`src/rtl/tdm_demux.sv`:
```
// Receive side of the TDM sample link. Locks to the channel-0 sync flag and
// steers each accepted sample into a staging slot. Once the last channel of a
// frame arrives, all channels are published together as one coherent frame.
module tdm_demux #(
    parameter int WIDTH    = 8,
    parameter int CHANNELS = 4,
    parameter int CNT_W    = 16
) (
    input  logic                      clk,
    input  logic                      rst,
    input  logic                      din_valid,
    input  logic                      din_sync,
    input  logic [WIDTH-1:0]          din,
    output logic [CHANNELS*WIDTH-1:0] frame_data,
    output logic                      frame_valid,
    output logic                      locked,
    output logic                      sync_err,
    output logic [CNT_W-1:0]          frame_cnt
);

    localparam int CH_W = (CHANNELS > 1) ? $clog2(CHANNELS) : 1;
    localparam logic [CH_W-1:0] LAST_CH = CH_W'(CHANNELS - 1);

    typedef enum logic {
        ST_HUNT   = 1'b0,
        ST_LOCKED = 1'b1
    } state_t;

    state_t                    state_reg, state_next;
    logic [CH_W-1:0]           ch_reg, ch_next;
    logic                      store_en;
    logic [CH_W-1:0]           store_idx;
    logic                      complete;
    logic                      err;

    logic [CHANNELS*WIDTH-1:0] frame_data_reg;
    logic [CHANNELS*WIDTH-1:0] frame_next;
    logic                      frame_valid_reg;
    logic                      locked_reg;
    logic                      sync_err_reg;
    logic [CNT_W-1:0]          frame_cnt_reg;

    // Framing decisions for the sample presented this cycle.
    always_comb begin
        state_next = state_reg;
        ch_next    = ch_reg;
        store_en   = 1'b0;
        store_idx  = ch_reg;
        complete   = 1'b0;
        err        = 1'b0;
        if (din_valid) begin
            if (state_reg == ST_HUNT) begin
                // Unsynced samples are silently dropped while hunting.
                if (din_sync) begin
                    store_en   = 1'b1;
                    store_idx  = '0;
                    ch_next    = CH_W'(1);
                    state_next = ST_LOCKED;
                end
            end else if (din_sync) begin
                // Sync always restarts the frame; mid-frame it is an error and
                // the partial frame is abandoned.
                store_en  = 1'b1;
                store_idx = '0;
                ch_next   = CH_W'(1);
                err       = (ch_reg != '0);
            end else if (ch_reg != '0) begin
                store_en  = 1'b1;
                store_idx = ch_reg;
                if (ch_reg == LAST_CH) begin
                    complete = 1'b1;
                    ch_next  = '0;
                end else begin
                    ch_next = ch_reg + CH_W'(1);
                end
            end else begin
                // Expected a sync at channel 0 and did not get one.
                err        = 1'b1;
                state_next = ST_HUNT;
            end
        end
    end

    // Staging slots for channels 0..CHANNELS-2; the last channel is taken
    // straight from din on the completing edge, so it needs no slot.
    genvar gi;
    generate
        for (gi = 0; gi < CHANNELS - 1; gi++) begin : g_stage
            logic [WIDTH-1:0] slot_reg;

            // Capture din when this slot is the target of an accepted sample.
            always_ff @(posedge clk) begin
                if (rst) begin
                    slot_reg <= '0;
                end else if (store_en && (store_idx == CH_W'(gi))) begin
                    slot_reg <= din;
                end
            end

            assign frame_next[gi*WIDTH +: WIDTH] = slot_reg;
        end
    endgenerate

    assign frame_next[(CHANNELS-1)*WIDTH +: WIDTH] = din;

    // Framing state, channel counter and all registered outputs.
    always_ff @(posedge clk) begin
        if (rst) begin
            state_reg       <= ST_HUNT;
            ch_reg          <= '0;
            frame_data_reg  <= '0;
            frame_valid_reg <= 1'b0;
            locked_reg      <= 1'b0;
            sync_err_reg    <= 1'b0;
            frame_cnt_reg   <= '0;
        end else begin
            state_reg       <= state_next;
            ch_reg          <= ch_next;
            frame_valid_reg <= complete;
            sync_err_reg    <= err;
            locked_reg      <= (state_next == ST_LOCKED);
            if (complete) begin
                frame_data_reg <= frame_next;
                frame_cnt_reg  <= frame_cnt_reg + CNT_W'(1);
            end
        end
    end

    assign frame_data  = frame_data_reg;
    assign frame_valid = frame_valid_reg;
    assign locked      = locked_reg;
    assign sync_err    = sync_err_reg;
    assign frame_cnt   = frame_cnt_reg;

endmodule

```
`config.mk`:
```
export PLATFORM = sky130hd
export DESIGN_NAME = tdm_demux
export DESIGN_NICKNAME = d
export VERILOG_FILES = /design/src/rtl/tdm_demux.sv
export SDC_FILE = /design/constraint.sdc
export NUM_CORES = 1
export LEC_CHECK = 0
export ABC_AREA = 1
export BUFFER_PORTS_ARGS = -buffer_cell sky130_fd_sc_hd__buf_2
export CORE_MARGIN = 4
export CORE_UTILIZATION = 58
export CTS_CLUSTER_SIZE = 28
export DETAILED_ROUTE_END_ITERATION = 6
export GPL_ROUTABILITY_DRIVEN = 0
export MAX_ROUTING_LAYER = met4
export PLACE_DENSITY = 0.9
export RECOVER_POWER = 25
export SYNTH_ARGS = -nofsm -noshare
export SYNTH_HDL_FRONTEND = slang
export SYNTH_SLANG_ARGS = --single-unit
```
`constraint.sdc`:
```
create_clock -name clk -period 3.6 [get_ports clk]
set_input_delay 0.36 -clock clk [delete_from_list [all_inputs] [get_ports clk]]
set_output_delay 0.36 -clock clk [all_outputs]
set_load 0.01 [all_outputs]
```
==> reports/results.ini, run 1 <==
[run_status]
status=finished, final reports clean

[final_layout]
final_nets=481
insertedDiodeCount=0
drive_above_1_share_pct=14.1
areaGrowthSynthToFinish_pct=15.0
final_area_um2=3530
fin_util_pct=69.2
largest_reg_flops=32

[sta]
tightest_slew_ns=0.822
rsz0062_at_grt=no
relSlewSlack_pct=45.0
timing.fmax_mhz=475
tns_ns=0
setup_slack_ns=1.49
fin_crit_sh_pct=58.5
setup_violations=0
period_needed_ns=2.11
timing.final.max_slew_violations=0
hold_violations=0
fin_worst_skew_ns=0.00542

[global_routing]
grt_max_degree=43
grt_use_total_pct=24.0
gr-total-overflow=0
grt_pass1_wl_mm=11.8
grt_antenna_before_repair=0
grt_pass1_vias=2689

[worst_setup_path]
crit_required_ns=3.85
endpoint_kind=flop
critPathMaxFanout=42
cp_data_arrival_time_ns=2.35
critPathKind=reg -> reg
start_kind=flop

[route]
avgViaCountPerCell=5.29
wl_per_cell_um=12.9
vias=2853
wl_mm=6.93
initialDrtViolationCount=202
antenna_left=0
drc_errors=0
first_pass_iters=4

[placed_design]
placed_area_um2=3400
dpl_worst_slack_ns=1.55
io_buffers=62
post-dp-hpwl_mm=4.72

[clocking]
tritoncts=built
cts_root_buffer=clkbuf_8
cts.repair.resized=0
clkTransAtPathRegs_ns=0.08
clock_sinks=77
postCtsSetupBuffers=0
cts_buffers=9
holdBufCountCts=0
h-tree-depth=3
cts_max_path_buffers=2
clock_latency_ns=0.35

[synthesis]
synth_area_um2=3070
synth_nets=423
netlist_instances=406
synth_warnings=0
ys_seq_area_share_pct=50.2
avgSynthCellArea_um2=7.57
synth.distinct_cells=25
synth-seq-cells=77

[worst_hold_path]
hold_path.class=in -> reg

[power]
irDropWorstVdd_mv=0.288
p_comb_share_pct=5.9
p_sw_uw=398
p_sw_share_pct=25.7
pwr-share-seq_pct=56.8
power_mw=1.54
internal_power_mw=1.15
leakage_nw=1.59
power.density_nw_per_um2=437
p_clk_share_pct=37.3

[die]
num_rows=26
die_w_um=80.8
die_h_um=80.8
boundaryPins=63
start_util_pct=60.1
coreArea_um2=5110
die_area_um2=6520

[job]
max_cap_violations=0

-- layout by cell type, fill, tap and decap left out --
cell and instances:
nand3_1 14, inv_4 1, dfxtp_1 77, clkbuf_8 9
clkinv_2 2, nor3_4 1, o21ai_4 1, ha_1 5
a211oi_1 2, nand2_1 47, clkinvlp_4 2, clkinv_4 2
nor3_1 1, nor2_4 6, xor2_1 1, nor2_1 120
inv_2 3, inv_1 23, buf_4 1, xnor2_1 1
clkbuf_1 32, inv_6 1, nand2_2 3, nor2_2 4
nand4_1 4, buf_2 30, a21oi_1 18, o21ai_0 58
-- path summary, 6_finish.rpt --
kind                                             start                      to  slack, ns  depth (start not counted)
worst max-delay path                         ch_reg[1]           frame_cnt[13]       1.49                          8
worst min-delay path                         din_valid                sync_err       0.29                          3
worst max register to register               ch_reg[1]           frame_cnt[13]       1.49                          8
worst min register to register  g_stage[0].slot_reg[1]  g_stage[0].slot_reg[1]       0.46                          2
-- power by group through the flow --
stage | clock network, mW | logic [mW] | registers, mW
floorplan | 0 | 0.0614 | 0.895
global placement | 0 | 0.0873 | 0.896
detailed placement | 0 | 0.0911 | 0.897
CTS | 0.584 | 0.0918 | 0.877
global route | 0.618 | 0.104 | 0.879
finish | 0.576 | 0.0919 | 0.877
-- synth_stat cells --
| cell type | number | area share (%) |
|---|---|---|
| buf_1 | 1 | 0.12 |
| inv_1 | 23 | 2.8 |
| nand2_1 | 47 | 5.7 |
| ha_1 | 5 | 2.0 |
| nor2_4 | 6 | 2.2 |
| clkbuf_2 | 1 | 0.16 |
| o21ai_4 | 1 | 0.53 |
| buf_6 | 2 | 0.73 |
| a211oi_1 | 2 | 0.49 |
| nand2_2 | 3 | 0.61 |
| a21oi_1 | 18 | 2.9 |
| inv_4 | 1 | 0.20 |
| nand4_1 | 4 | 0.81 |
| nor3_1 | 1 | 0.16 |
| dfxtp_1 | 77 | 50 |
| buf_2 | 3 | 0.49 |
| nor2_2 | 4 | 0.81 |
| xnor2_1 | 1 | 0.29 |
| inv_2 | 3 | 0.37 |
| nor2_1 | 120 | 15 |
| xor2_1 | 1 | 0.29 |
| nor3_4 | 1 | 0.53 |
| nand3_1 | 14 | 2.3 |
| o21ai_0 | 58 | 9.5 |
| clkbuf_1 | 9 | 1.1 |
-- through the flow --
step	cells	hold slack (ns)
floorplan	406	0.441
global placement	523	0.451
detailed placement	523	0.458
CTS	539	0.280
global route	539	0.299
finish	539	0.293
-- critical path, stage by stage, from the launching register on --
cell	delay [ns]
dfxtp_1	0.37
ha_1	0.16
nand2_1	0.10
nor2_4	0.66
nand3_1	0.24
nor2_2	0.23
nand3_1	0.11
nand2_1	0.07
nor2_1	0.04
-- kinds of logic after synthesis --
kind of cell             share of synthesized area (%)
AND/OR/NAND/NOR                                   27.8
AO/OA/AOI/OAI                                     13.4
flip-flops                                        50.2
buffers and inverters                             5.99
adder cells (fa/ha/maj)                           2.04
XOR/XNOR                                         0.570
-- final cells by class --
class / count / area [um2]
multi-input combinational: 286 / 1350
timing repair buffer: 63 / 278
clock buffer: 9 / 124
clock inverter: 7 / 51.3
sequential: 77 / 1540
fill: 439 / 1580
tap: 70 / 87.6
inverter: 27 / 104
-- routing by layer --
metal,track usage (%),routed length (um),vias to the layer above
li1,-,-,1417
met1,29.2,3110,1323
met2,37.5,3220,96
met3,5.76,462,17
met4,11.5,142,0
met5,-,0,-
Power figures use the tool's default switching activity.
==> inputs of run 2 (changes only) <==
--- a/config.mk
+++ b/config.mk
@@ -8,12 +8,12 @@
 export ABC_AREA = 1
 export BUFFER_PORTS_ARGS = -buffer_cell sky130_fd_sc_hd__buf_2
 export CORE_MARGIN = 4
-export CORE_UTILIZATION = 58
+export CORE_UTILIZATION = 54
 export CTS_CLUSTER_SIZE = 28
 export DETAILED_ROUTE_END_ITERATION = 6
 export GPL_ROUTABILITY_DRIVEN = 0
 export MAX_ROUTING_LAYER = met4
-export PLACE_DENSITY = 0.9
+export PLACE_DENSITY = 0.85
 export RECOVER_POWER = 25
 export SYNTH_ARGS = -nofsm -noshare
 export SYNTH_HDL_FRONTEND = slang
==> constraint.sdc (replaced) <==
create_clock -name clk -period 2.2 [get_ports clk]
set_input_delay 0.22 -clock clk [delete_from_list [all_inputs] [get_ports clk]]
set_output_delay 0.22 -clock clk [all_outputs]
set_load 0.01 [all_outputs]
==> run 2 against run 1 <==
  * Die area increased by 6.7%
  * Clock skew increased by 0.0037 ns
  * Highest routed layer unchanged
  * Clock power increased by 72%
  * Setup slack got worse by 1.0 ns
  * Count of clock-buffer cells in the layout increased by 1
  * First-iteration DRC count decreased by 23%
  * Via count decreased by 1.4%
  * Sequential cell count unchanged
  * Global-route usage decreased by 1.9 points
==> reports/results.ini, run 2 (same netlist as run 1, synthesis figures left out) <==
[sta]
hold_violations=0  ; unchanged
fin_worst_skew_ns=0.00913  ; +0.00371 ns
period_needed_ns=1.72  ; -0.389 ns
fin_crit_sh_pct=78.0  ; +20 points
setup_violations=0  ; unchanged
timing.fmax_mhz=582  ; +23%
timing.final.max_slew_violations=0  ; unchanged
tns_ns=0  ; unchanged
tightest_slew_ns=0.577  ; -0.246 ns
relSlewSlack_pct=61.4  ; +16 points
rsz0062_at_grt=no

[worst_setup_path]
critPathKind=reg -> reg
crit_buf_inv=3  ; +3
worst_path_largest_cell_delay_ns=0.38  ; -0.28 ns
path_depth=9  ; +1
crit_required_ns=2.46  ; -1.39 ns
r2r_slack_ns=0.48  ; -1.01 ns
cp_data_arrival_time_ns=1.97  ; -0.38 ns
endpoint_kind=flop
cp_slowest_cell=dfxtp_1
crit_path_start=ch_reg[0]
critPathMaxFanout=9  ; -79%
critPathCapture=g_stage[2].slot_reg[4]
reg2regPathDepth=9  ; +1
start_kind=flop
r2r_start=ch_reg[0]
cpLargestDelayFamily=simple AND/OR/NAND/NOR gates
r2r_end=g_stage[2].slot_reg[4]
path_cells=inv_1, ha_1, ha_1, inv_1, o21ai_4, nor2_4, inv_2, nor2_1, nor2_1

[global_routing]
gr-total-overflow=0  ; unchanged
grt_use_total_pct=22.1  ; -1.9 points
grt_max_degree=31  ; -28%
grt_antenna_before_repair=0  ; unchanged
grt_pass1_wl_mm=12.0  ; +1.7%
grt_pass1_vias=2684  ; -0.19%

[worst_hold_path]
hp-start=din_valid
hold_path.class=in -> reg

[clocking]
cts_root_buffer=clkbuf_8
cts_buffers=9  ; unchanged
clock_sinks=77  ; unchanged
clkTransAtPathRegs_ns=0.09  ; about the same
postCtsSetupBuffers=0  ; unchanged
clock_latency_ns=0.35  ; about the same
tritoncts=built
cts_max_path_buffers=2  ; unchanged
h-tree-depth=3  ; unchanged
cts.repair.resized=0  ; unchanged
holdBufCountCts=0  ; unchanged

[final_layout]
drive_above_1_share_pct=14.8  ; +0.73 points
areaGrowthSynthToFinish_pct=16.4
final_area_um2=3570  ; +1.2%
largest_reg_flops=32  ; unchanged
final_cell_mix=nor2_1, dfxtp_1, o21ai_0
final-instance-count-excl-fill=545  ; +1.1%
insertedDiodeCount=0  ; unchanged
fillers=475  ; +8.2%
mostFrequentLayoutCell=nor2_1
final_nets=485  ; +0.83%

[power]
internal_power_mw=1.91  ; +67%
p_sw_share_pct=25.7  ; -0.063 points
pwr-share-seq_pct=55.7  ; -1.1 points
p_sw_uw=661  ; +66%
irDropWorstVdd_mv=0.502  ; +74%
p_clk_share_pct=38.4  ; +1.1 points
power_mw=2.57  ; +67%
leakage_nw=1.62  ; +1.7%
power.density_nw_per_um2=720  ; +65%
p_comb_share_pct=5.8  ; about the same

[job]
max_cap_violations=0  ; unchanged

[route]
wl_per_cell_um=13.0  ; +1.5%
avgViaCountPerCell=5.16  ; -2.5%
first_pass_iters=4  ; unchanged
wl_mm=7.11  ; +2.6%
antenna_left=0  ; unchanged
drc_errors=0  ; unchanged
vias=2812  ; -1.4%
initialDrtViolationCount=156  ; -23%

[die]
coreArea_um2=5510  ; +7.8%
die_w_um=83.4  ; +3.3%
die_area_um2=6960  ; +6.7%
boundaryPins=63  ; unchanged
die_h_um=83.4  ; +3.3%
start_util_pct=55.8  ; -4.4 points
num_rows=27  ; +3.8%

[placed_design]
io_buffers=62  ; unchanged
dp.cells=529  ; +1.1%
placed_area_um2=3430  ; +0.96%
post-dp-hpwl_mm=4.98  ; +5.4%

[run_status]
status=finished, final reports clean

-- run 2: worst reg2reg max path, cell delays in order, from the launching register on --
cell     delay (ns)
dfxtp_1        0.38
inv_1          0.11
ha_1           0.21
ha_1           0.17
inv_1          0.11
o21ai_4        0.12
nor2_4         0.23
inv_2          0.11
nor2_1         0.13
nor2_1         0.06
-- run 2: cell type report --
type,count,area (um2),area share [%]
Multi-Input combinational cell,286,1350,37.7
Sequential cell,77,1540,43.1
Timing Repair Buffer,67,308,8.61
Inverter,27,104,2.91
Tap cell,72,90.1,2.52
Clock inverter,6,47.5,1.33
Clock buffer,10,138,3.85
-- run 2: worst min path at each step --
stage                                  end  slack (ns)  depth (start not counted)
detailed placement  g_stage[0].slot_reg[3]        0.46                          2
global route                      sync_err        0.14                          3
floorplan           g_stage[1].slot_reg[0]        0.35                          2
CTS                               sync_err        0.14                          3
finish                            sync_err        0.17                          3
global placement    g_stage[0].slot_reg[6]        0.45                          2
-- run 2: per-stage QoR --
step | setup slack [ns] | hold slack (ns) | utilization, %
floorplan | 0.722 | 0.355 | -
global placement | 0.565 | 0.452 | 62.3
detailed placement | 0.479 | 0.456 | 62.3
CTS | 0.476 | 0.142 | 65.6
global route | 0.298 | 0.140 | 64.9
finish | 0.483 | 0.168 | 64.9
-- run 2: layer usage --
layer	GRT usage (%)	vias to the layer above	wire, um
met1	26.6	1297	3150
li1	-	1425	-
met5	-	-	0
met3	7.04	9	522
met4	7.16	0	85
met2	35.3	81	3350
-- run 2: power by group through the flow --
stage | Sequential, mW | Clock, mW | Combinational (mW)
after floorplan | 1.47 | 0 | 0.100
after global placement | 1.47 | 0 | 0.145
after detailed placement | 1.47 | 0 | 0.149
after CTS | 1.43 | 1.01 | 0.150
after global routing | 1.44 | 1.08 | 0.169
final | 1.43 | 0.989 | 0.151
==> inputs of run 3 (changes only) <==
==> constraint.sdc (replaced) <==
create_clock -name clk -period 1.65 [get_ports clk]
set_input_delay 0.165 -clock clk [delete_from_list [all_inputs] [get_ports clk]]
set_output_delay 0.165 -clock clk [all_outputs]
set_load 0.01 [all_outputs]
==> run 3 against run 2 <==
  * Via count increased by 6.0%
  * Final area grew 6.3%
  * Sequential share of layout area decreased by 2.4 points
  * Worst hold slack got worse by 0.061 ns
  * Routed wire length up 8.9%
  * Power increased by 48%
  * Cell count is 2.4% higher
  * Combinational power is 70% higher
  * Critical endpoint is now frame_cnt[10]
  * Largest power group unchanged
==> reports/results.ini, run 3 (same netlist as run 1, synthesis figures left out) <==
[global_routing]
met2_usage_pct=35.4  ; +0.15 points
met3_usage_pct=5.36  ; -1.7 points
grt_max_degree=62  ; +100%
grt_pass1_wl_mm=12.2  ; +0.85%
top_usage_layer=met2
grt_pass1_vias=2757  ; +2.7%
use_met1_pct=26.0  ; -0.56 points
grt_antenna_before_repair=0  ; unchanged
grt_use_total_pct=21.8  ; -0.25 points
gr-total-overflow=0  ; unchanged

[sta]
holdWs_ns=0.107  ; -0.0611 ns
setup_violations=0  ; unchanged
period_needed_ns=1.65  ; -0.0673 ns
rsz0062_at_grt=yes
relSlewSlack_pct=77.8  ; +16 points
timing.fmax_mhz=606  ; +4.1%
fin_worst_skew_ns=0.00669  ; -0.00243 ns
timing.final.max_slew_violations=0  ; unchanged
hold_violations=0  ; unchanged
fin_crit_sh_pct=100  ; +22 points
tightest_slew_ns=0.332  ; -0.245 ns

[final_layout]
areaGrowthSynthToFinish_pct=23.7
final_nets=499  ; +2.9%
fillers=444  ; -6.5%
fin_util_pct=69.0  ; +4.1 points
insertedDiodeCount=0  ; unchanged
final_cell_mix=nor2_1, dfxtp_1, o21ai_0
final_area_um2=3800  ; +6.3%
drive_above_1_share_pct=19.3  ; +4.5 points
mostFrequentLayoutCell=nor2_1
largest_reg_flops=32  ; unchanged

[power]
p_clk_share_pct=43.0  ; +4.6 points
internal_power_mw=2.95  ; +54%
p_sw_uw=858  ; +30%
irDropWorstVdd_mv=0.571  ; +14%
leakage_nw=1.73  ; +6.9%
power.density_nw_per_um2=1000  ; +39%
p_comb_share_pct=6.7  ; +0.9 points
power_mw=3.81  ; +48%
pwr-share-seq_pct=50.3  ; -5.4 points
p_sw_share_pct=22.5  ; -3.2 points

[clocking]
cts_root_buffer=clkbuf_8
cts_max_path_buffers=2  ; unchanged
cts_buffers=9  ; unchanged
clkTransAtPathRegs_ns=0.08  ; about the same
holdBufCountCts=0  ; unchanged
clock_sinks=77  ; unchanged
h-tree-depth=3  ; unchanged
tritoncts=built
clock_latency_ns=0.34  ; about the same

[route]
antenna_left=0  ; unchanged
initialDrtViolationCount=173  ; +11%
first_pass_iters=5  ; +1
wl_mm=7.75  ; +8.9%
wl_per_cell_um=13.9  ; +6.4%
drc_errors=0  ; unchanged
avgViaCountPerCell=5.34  ; +3.5%
vias=2980  ; +6.0%

[worst_hold_path]
hold_path.class=in -> reg

[worst_setup_path]
r2r_start=ch_reg[0]
cpLargestDelayFamily=simple AND/OR/NAND/NOR gates
path_cells=buf_4, ha_1, nand2_1, inv_1, nand2_2, nor3_4, nand2_1, nand2_1, nand2_1, nor2_1
crit_buf_inv=2  ; -1
cp_common_cell=nand2_1
critPathMaxFanout=6  ; -3
worst_path_largest_cell_delay_ns=0.38  ; about the same
crit_required_ns=1.92  ; -0.54 ns
r2r_end=frame_cnt[10]
cp_data_arrival_time_ns=1.92  ; -0.05 ns
critPathKind=reg -> reg
crit_path_start=ch_reg[0]
path_depth=10  ; +1
endpoint_kind=flop
critPathCapture=frame_cnt[10]
reg2regPathDepth=10  ; +1
r2r_slack_ns=0.0003  ; -0.48 ns
start_kind=flop
cp_slowest_cell=dfxtp_4

[run_status]
status=finished, final reports clean

[die]
die_w_um=83.4  ; unchanged
num_rows=27  ; unchanged
die_area_um2=6960  ; unchanged
die_h_um=83.4  ; unchanged
boundaryPins=63  ; unchanged
start_util_pct=55.8  ; unchanged
coreArea_um2=5510  ; unchanged

[placed_design]
post-dp-hpwl_mm=4.76  ; -4.3%
placed_area_um2=3470  ; +1.2%
io_buffers=62  ; unchanged

[job]
max_cap_violations=0  ; unchanged

run 3: changes by cell type in the layout (fill, tap and decap cells not counted), sizes merged:
cell and delta:
buf +14, inv -2, bufinv +2, clkinv -2, nor2 +1
run 3: worst min-delay path by stage:
stage	cells after the start	to	startpoint
6_report	3	g_stage[1].slot_reg[1]	din[1]
5_1_grt	3	g_stage[1].slot_reg[1]	din[1]
4_1_cts	3	g_stage[1].slot_reg[1]	din[1]
3_5_place_dp	2	g_stage[0].slot_reg[6]	g_stage[0].slot_reg[6]
3_3_place_gp	2	g_stage[0].slot_reg[0]	g_stage[0].slot_reg[0]
2_1_floorplan	2	g_stage[1].slot_reg[0]	din[0]
run 3: through the flow:
stage          setup slack, ns  instances  setup TNS (ns)
4_1_cts                0.00141        548               0
3_5_place_dp           -0.0138        531         -0.0138
3_3_place_gp            0.0854        531               0
5_1_grt                -0.0624        558          -0.432
2_1_floorplan            0.172        406               0
6_report              0.000259        558               0
run 3: tightest hold or removal path: stages:
cell and delay, ns:
buf_2 0.12, nor2_1 0.05, nor2_1 0.08
run 3: power groups by stage:
stage	Combinational [mW]	Clock, mW	Sequential, mW
3_3_place_gp	0.198	0	1.96
3_5_place_dp	0.203	0	1.96
6_report	0.256	1.64	1.92
5_1_grt	0.281	1.75	1.92
2_1_floorplan	0.134	0	1.95
4_1_cts	0.211	1.65	1.91
run 3: area by class of cell:
| class | instances | area, um2 | share of cell area, % |
|---|---|---|---|
| clock buffer | 12 | 165 | 4.34 |
| clock inverter | 3 | 67.6 | 1.78 |
| multi-input combinational | 287 | 1390 | 36.6 |
| timing repair inverter | 1 | 5.00 | 0.132 |
| sequential | 77 | 1550 | 40.7 |
| inverter | 27 | 109 | 2.86 |
| timing repair buffer | 79 | 425 | 11.2 |
| tap | 72 | 90.1 | 2.37 |
run 3: per-layer routing:
metal	share of wire, %	routed length (um)
met1	41	3180
met2	49	3770
met3	8.9	688
met4	1.4	106
met5	0	0
run 3: repair_timing:
item / CTS / global route
gates resized for setup: 2 / 21
gates cloned: 0 / 2
buffers inserted: 2 / 8
pin swaps: 3 / 6
endpoints found under the hold margin: 0 / 0
endpoints found under the setup margin: 16 / 26
